===== src/rtl/echo_event_rx_if.sv =====
// Event hand-off bus from echo_event_rx to the voice allocator.
// Master drives the FIFO head and valid; slave returns ready.
interface echo_event_rx_if;
    logic       ev_valid;
    logic       ev_ready;
    logic [1:0] ev_type;
    logic [6:0] ev_note;
    logic [3:0] ev_vel;
    logic [8:0] ev_pb;

    modport master (
        output ev_valid, ev_type, ev_note, ev_vel, ev_pb,
        input  ev_ready
    );

    modport slave (
        input  ev_valid, ev_type, ev_note, ev_vel, ev_pb,
        output ev_ready
    );
endinterface


===== src/rtl/echo_event_rx.sv =====
// Turns level-held echo note state into queued note-on/off (and optional pitch-bend) events.
// Optional feature: define ECHO_PB_EVENTS_EN to emit type 10 events on pb-only changes.
module echo_event_rx #(
    parameter int unsigned DEPTH = 8
) (
    input  logic                    clk,
    input  logic                    reset,
    input  logic                    en_i,
    input  logic                    echo_on_i,
    input  logic [6:0]              echo_note_i,
    input  logic [3:0]              echo_vel_i,
    input  logic [8:0]              echo_pb_i,
    echo_event_rx_if.master         ev_if,
    output logic [$clog2(DEPTH):0]  level_o,
    output logic                    ovf_o
);
    localparam int unsigned AW = $clog2(DEPTH);
    localparam int unsigned LW = AW + 1;
    localparam logic [1:0] EV_OFF = 2'b00;
    localparam logic [1:0] EV_ON  = 2'b01;
`ifdef ECHO_PB_EVENTS_EN
    localparam logic [1:0] EV_PB  = 2'b10;
`endif

    typedef struct packed {
        logic       on;
        logic [6:0] note;
        logic [3:0] vel;
        logic [8:0] pb;
    } echo_state_t;

    typedef struct packed {
        logic [1:0] kind;
        logic [6:0] note;
        logic [3:0] vel;
        logic [8:0] pb;
    } event_t;

    echo_state_t   s_q, s_d, prev_q, prev_d;
    event_t        mem_q [DEPTH];
    event_t        ev_c, head_c;
    logic [AW-1:0] wr_ptr_q, wr_ptr_d, rd_ptr_q, rd_ptr_d;
    logic [LW-1:0] level_q, level_d;
    logic          ovf_q, ovf_d;
    logic          has_ev_c, diff_c, push_c, pop_c, full_c, accept_c;

    // Classify the registered state against the last accepted state, in priority order
    always_comb begin
        ev_c     = '0;
        has_ev_c = 1'b0;
        if (!s_q.on && prev_q.on) begin
            has_ev_c   = 1'b1;
            ev_c.kind  = EV_OFF;
            ev_c.note  = s_q.note;
            ev_c.pb    = s_q.pb;
        end else if (s_q.on && (!prev_q.on || s_q.note != prev_q.note || s_q.vel != prev_q.vel)) begin
            has_ev_c   = 1'b1;
            ev_c.kind  = (s_q.vel == 4'd0) ? EV_OFF : EV_ON;
            ev_c.note  = s_q.note;
            ev_c.vel   = s_q.vel;
            ev_c.pb    = s_q.pb;
`ifdef ECHO_PB_EVENTS_EN
        end else if (s_q.on && s_q.pb != prev_q.pb) begin
            has_ev_c   = 1'b1;
            ev_c.kind  = EV_PB;
            ev_c.note  = s_q.note;
            ev_c.vel   = s_q.vel;
            ev_c.pb    = s_q.pb;
`endif
        end
    end

    // Next-state for capture, detection and FIFO bookkeeping
    always_comb begin
        diff_c   = (s_q != prev_q);
        push_c   = en_i && diff_c && has_ev_c;
        pop_c    = (level_q != '0) && ev_if.ev_ready;
        full_c   = (level_q == LW'(DEPTH));
        accept_c = push_c && (!full_c || pop_c);

        s_d      = en_i ? {echo_on_i, echo_note_i, echo_vel_i, echo_pb_i} : s_q;
        prev_d   = (en_i && diff_c) ? s_q : prev_q;
        wr_ptr_d = accept_c ? wr_ptr_q + AW'(1) : wr_ptr_q;
        rd_ptr_d = pop_c ? rd_ptr_q + AW'(1) : rd_ptr_q;
        level_d  = level_q + LW'(accept_c) - LW'(pop_c);
        ovf_d    = ovf_q | (push_c && full_c && !pop_c);
    end

    always_ff @(posedge clk or posedge reset) begin
        if (reset) begin
            s_q      <= '0;
            prev_q   <= '0;
            wr_ptr_q <= '0;
            rd_ptr_q <= '0;
            level_q  <= '0;
            ovf_q    <= 1'b0;
        end else begin
            s_q      <= s_d;
            prev_q   <= prev_d;
            wr_ptr_q <= wr_ptr_d;
            rd_ptr_q <= rd_ptr_d;
            level_q  <= level_d;
            ovf_q    <= ovf_d;
        end
    end

    // Storage is cleared on reset so the head reads as all-zero when idle
    always_ff @(posedge clk or posedge reset) begin
        if (reset) begin
            for (int i = 0; i < int'(DEPTH); i++) mem_q[i] <= '0;
        end else if (accept_c) begin
            mem_q[wr_ptr_q] <= ev_c;
        end
    end

    assign head_c         = mem_q[rd_ptr_q];
    assign ev_if.ev_valid = (level_q != '0);
    assign ev_if.ev_type  = head_c.kind;
    assign ev_if.ev_note  = head_c.note;
    assign ev_if.ev_vel   = head_c.vel;
    assign ev_if.ev_pb    = head_c.pb;
    assign level_o        = level_q;
    assign ovf_o          = ovf_q;
endmodule


===== src/flat_wrapper.sv =====
// flat-port wrapper written by rule: the top's interface ports become plain ports
module echo_event_rx_flat 
#(
    parameter int unsigned DEPTH = 8
)
  (clk, reset, en_i, echo_on_i, echo_note_i, echo_vel_i, echo_pb_i, level_o, ovf_o, ev_if_ev_valid, ev_if_ev_type, ev_if_ev_note, ev_if_ev_vel, ev_if_ev_pb, ev_if_ev_ready);
  echo_event_rx_if ev_if_i ();
  input  logic clk;
  input  logic reset;
  input  logic en_i;
  input  logic echo_on_i;
  input  logic [6:0] echo_note_i;
  input  logic [3:0] echo_vel_i;
  input  logic [8:0] echo_pb_i;
  output logic [$clog2(DEPTH):0] level_o;
  output logic ovf_o;
  output wire logic [$bits(ev_if_i.ev_valid)-1:0] ev_if_ev_valid;
  output wire logic [$bits(ev_if_i.ev_type)-1:0] ev_if_ev_type;
  output wire logic [$bits(ev_if_i.ev_note)-1:0] ev_if_ev_note;
  output wire logic [$bits(ev_if_i.ev_vel)-1:0] ev_if_ev_vel;
  output wire logic [$bits(ev_if_i.ev_pb)-1:0] ev_if_ev_pb;
  input wire logic [$bits(ev_if_i.ev_ready)-1:0] ev_if_ev_ready;
  assign ev_if_ev_valid = ev_if_i.ev_valid;
  assign ev_if_ev_type = ev_if_i.ev_type;
  assign ev_if_ev_note = ev_if_i.ev_note;
  assign ev_if_ev_vel = ev_if_i.ev_vel;
  assign ev_if_ev_pb = ev_if_i.ev_pb;
  assign ev_if_i.ev_ready = ev_if_ev_ready;
  echo_event_rx #(.DEPTH(DEPTH)) u_core (.clk(clk), .reset(reset), .en_i(en_i), .echo_on_i(echo_on_i), .echo_note_i(echo_note_i), .echo_vel_i(echo_vel_i), .echo_pb_i(echo_pb_i), .ev_if(ev_if_i), .level_o(level_o), .ovf_o(ovf_o));
endmodule

===== config.mk =====
export PLATFORM = sky130hd
export DESIGN_NAME = echo_event_rx_flat
export DESIGN_NICKNAME = d
export VERILOG_FILES = /design/src/rtl/echo_event_rx_if.sv /design/src/rtl/echo_event_rx.sv /design/src/flat_wrapper.sv
export SDC_FILE = /design/constraint.sdc
export NUM_CORES = 1
export LEC_CHECK = 0
export CAP_MARGIN = 20
export CORE_ASPECT_RATIO = 0.75
export CORE_UTILIZATION = 40
export DETAILED_ROUTE_END_ITERATION = 8
export RECOVER_POWER = 25
export SLEW_MARGIN = 0
export SYNTH_ARGS = -nofsm -noshare
export SYNTH_HDL_FRONTEND = slang
export SYNTH_SLANG_ARGS = --single-unit

===== constraint.sdc =====
create_clock -name clk -period 11.9 [get_ports clk]
set_input_delay 2.975 -clock clk [delete_from_list [all_inputs] [get_ports clk]]
set_output_delay 2.975 -clock clk [all_outputs]
set_load 0.01 [all_outputs]

==> impl_metrics.json <==
{
  "synth_area_mm2": 0.0103,
  "ys_warn_count": 0,
  "clock_skew_ns": 0.00920,
  "cp_cell_sequence": "dlygate4sd3_1 -> clkinvlp_2 -> clkbuf_1 -> buf_16 -> buf_4",
  "setup-tns-final_ns": 0,
  "ant_nets": 0,
  "grt_overflow_total": 0,
  "grt_setup_unrepaired": "false",
  "ys_top_cells_by_area": "dfrtp_1 (54%), mux2_2 (25%), mux4_2 (9.2%)",
  "crit_path_end_kind": "async pin",
  "io_buffers": 51,
  "hold_buffers": 0,
  "grt_pass1_wl_um": 36700,
  "p_per_area_mw_per_mm2": 263,
  "slowest_delay_ns": 2.15,
  "worst_skew_pair.late_latency_ns": 0.50,
  "clockBufferDepth": 3,
  "final_area_mm2": 0.0120,
  "relSlewSlack": -1.59,
  "die_h_um": 141,
  "drc": 0,
  "cts_resized": 0,
  "htree_num_levels": 1,
  "power_uw": 3140,
  "diodes": 0,
  "synth_seq_cells": 221,
  "fin_crit_sh": 0.586,
  "timing_worst_setup_path_type": "in2async",
  "grt_usage": 0.179,
  "fp.dieW_um": 187,
  "gp_congestion": 0.747,
  "slew_viol_final": 120,
  "ir_drop_uv": 145,
  "syn_inst": 673,
  "first_pass_iters": 4,
  "finalSetupViolCount": 0,
  "initial_core_util": 0.410,
  "hp-class": "reg2reg",
  "io-pin-count": 53,
  "final_core_util": 0.477,
  "clk_pin_slew_ns": 0.06,
  "drt-wirelength-per-cell_um": 21.3,
  "crit_arrival_ns": 7.54,
  "rrSetupSlack_ns": 8.47,
  "grt_max_degree": 90,
  "rows": 50,
  "first_global_vias": 6289,
  "netlist-cell-type-count": 43,
  "drive_above_1_share": 0.462,
  "area_growth_pct": 16.5,
  "outcome": "finished, violations left",
  "numCtsBuffers": 23,
  "cp_slowest_cell": "clkinvlp_2",
  "mostFrequentLayoutCells": "mux2_2 (231), dfrtp_1 (219), clkdlybuf4s50_1 (48), mux4_2 (42), clkbuf_16 (23)",
  "cts.root.buffer_cell": "clkbuf_16",
  "dpl-instance-area_mm2": 0.0111,
  "synth_nets": 708,
  "critical-path-top-delay-family": "buffers and inverters",
  "core_area_mm2": 0.0251,
  "vias_per_cell": 5.35,
  "grt_antenna_before_repair": 0,
  "p_leak_uw": 0.00524,
  "routed_wl_um": 22700,
  "post-cts-setup-buffer-count": 0,
  "ys_seq_area_frac": 0.538,
  "fmax_mhz": 143,
  "yosysTopAreaCell": "dfrtp_1",
  "crit_fanout": 89,
  "hold_viol": 0,
  "drv_cap": 2,
  "required_ns": 12.47,
  "routed-via-count": 5701,
  "violations": "capacitance limit, slew limit",
  "numClockSinks": 221,
  "cp-start-kind": "input port",
  "dr.first_iter.drc_count": 219,
  "dieArea_mm2": 0.0263,
  "cts_tree": "yes",
  "min_period_ns": 6.98,
  "tightest_slew_ns": 3.86,
  "synth.top_cell.area_share": 0.538,
  "avgSynthCellArea_um2": 15.3,
  "dp_hpwl_um": 14700,
  "final_common_cell": "mux2_2",
  "path_buf_inv": 5,
  "nets": 747
}
## kinds of logic after synthesis
kind of cell,after synthesis,synth area share
multiplexers,274,0.346
flip-flops,221,0.538
buffers and inverters,67,0.0340
AND/OR/NAND/NOR,49,0.0252
XOR/XNOR,26,0.0222
AO/OA/AOI/OAI,25,0.0208
adder cells (fa/ha/maj),10,0.0129
other,1,0.000365
## routing by layer
layer,track usage,vias to the layer above,part of all wire
met5,0,-,0
met4,0.0384,0,0.017
met3,0.0246,29,0.043
met2,0.287,111,0.47
met1,0.259,3038,0.47
li1,-,2523,-
## final timing paths
check                                                endpoint                  startpoint  cells past startpoint
worst max-delay path            u_core.mem_q[143]$_DFFE_PP0P_                       reset                      5
worst min-delay path                   u_core.ovf_o$_DFF_PP0_      u_core.ovf_o$_DFF_PP0_                      1
worst max register to register  u_core.mem_q[107]$_DFFE_PP0P_  u_core.s_q[10]$_DFFE_PP0P_                      6
worst min register to register         u_core.ovf_o$_DFF_PP0_      u_core.ovf_o$_DFF_PP0_                      1
max in group clk                 u_core.mem_q[40]$_DFFE_PP0P_                        en_i                      6
min in group asynchronous        u_core.mem_q[72]$_DFFE_PP0P_                       reset                      2
## registers in the layout, indices dropped and copies added, names as in the netlist
name	cells
u_core.prev_q	21
u_core.mem_q	168
u_core.rd_ptr_q	3
u_core.s_q	21
u_core.level_o	4
u_core.wr_ptr_q	3
u_core.ovf_o	1
## through the flow
step                setup slack [ns]  hold WS (ns)  std cells
floorplan                       2.88         0.474        673
global placement                6.28         0.469       1022
detailed placement              6.18         0.462       1024
CTS                             5.79         0.479       1065
global route                    4.20         0.511       1066
finish                          4.92         0.475       1066
## synth_stat cells
cell	count
buf_2	12
nand2b_1	1
inv_1	13
a2111oi_2	2
dfrtp_1	221
a21o_1	1
nand3_1	3
buf_1	1
nand4_1	2
nand2_1	13
xnor2_1	12
nor3_1	1
buf_4	6
and3_2	1
nand3b_1	1
a2111o_1	1
and2_0	7
o31ai_2	1
nor2b_1	2
a211o_1	1
a211oi_1	8
o21ai_0	2
o31a_1	1
o21bai_1	1
nor4_1	3
xor2_1	14
and3_1	1
conb_1	1
a31oi_1	1
a41oi_1	1
clkbuf_1	27
o2111ai_1	1
mux2_2	231
o41ai_2	1
nor2_1	5
o211ai_1	1
mux4_2	42
a21oi_1	2
buf_6	8
and2_1	9
mux2_1	1
ha_1	9
fa_1	1
## final cells by class
cell class | count | area [um^2]
fillers | 2145 | 13100
flip-flops and latches | 221 | 5530
multi-input cells | 385 | 4480
repair buffers | 68 | 663
clock buffers | 30 | 612
well taps | 338 | 423
clock inverters | 11 | 208
inverters | 13 | 50.0
## where the power goes
group	switching, uW	internal (uW)	leakage (uW)	total (uW)
Combinational	444	683	0.00203	1130
Clock	291	492	0.000398	783
Sequential	189	1050	0.00281	1230
(Power assumes the default switching activity.)
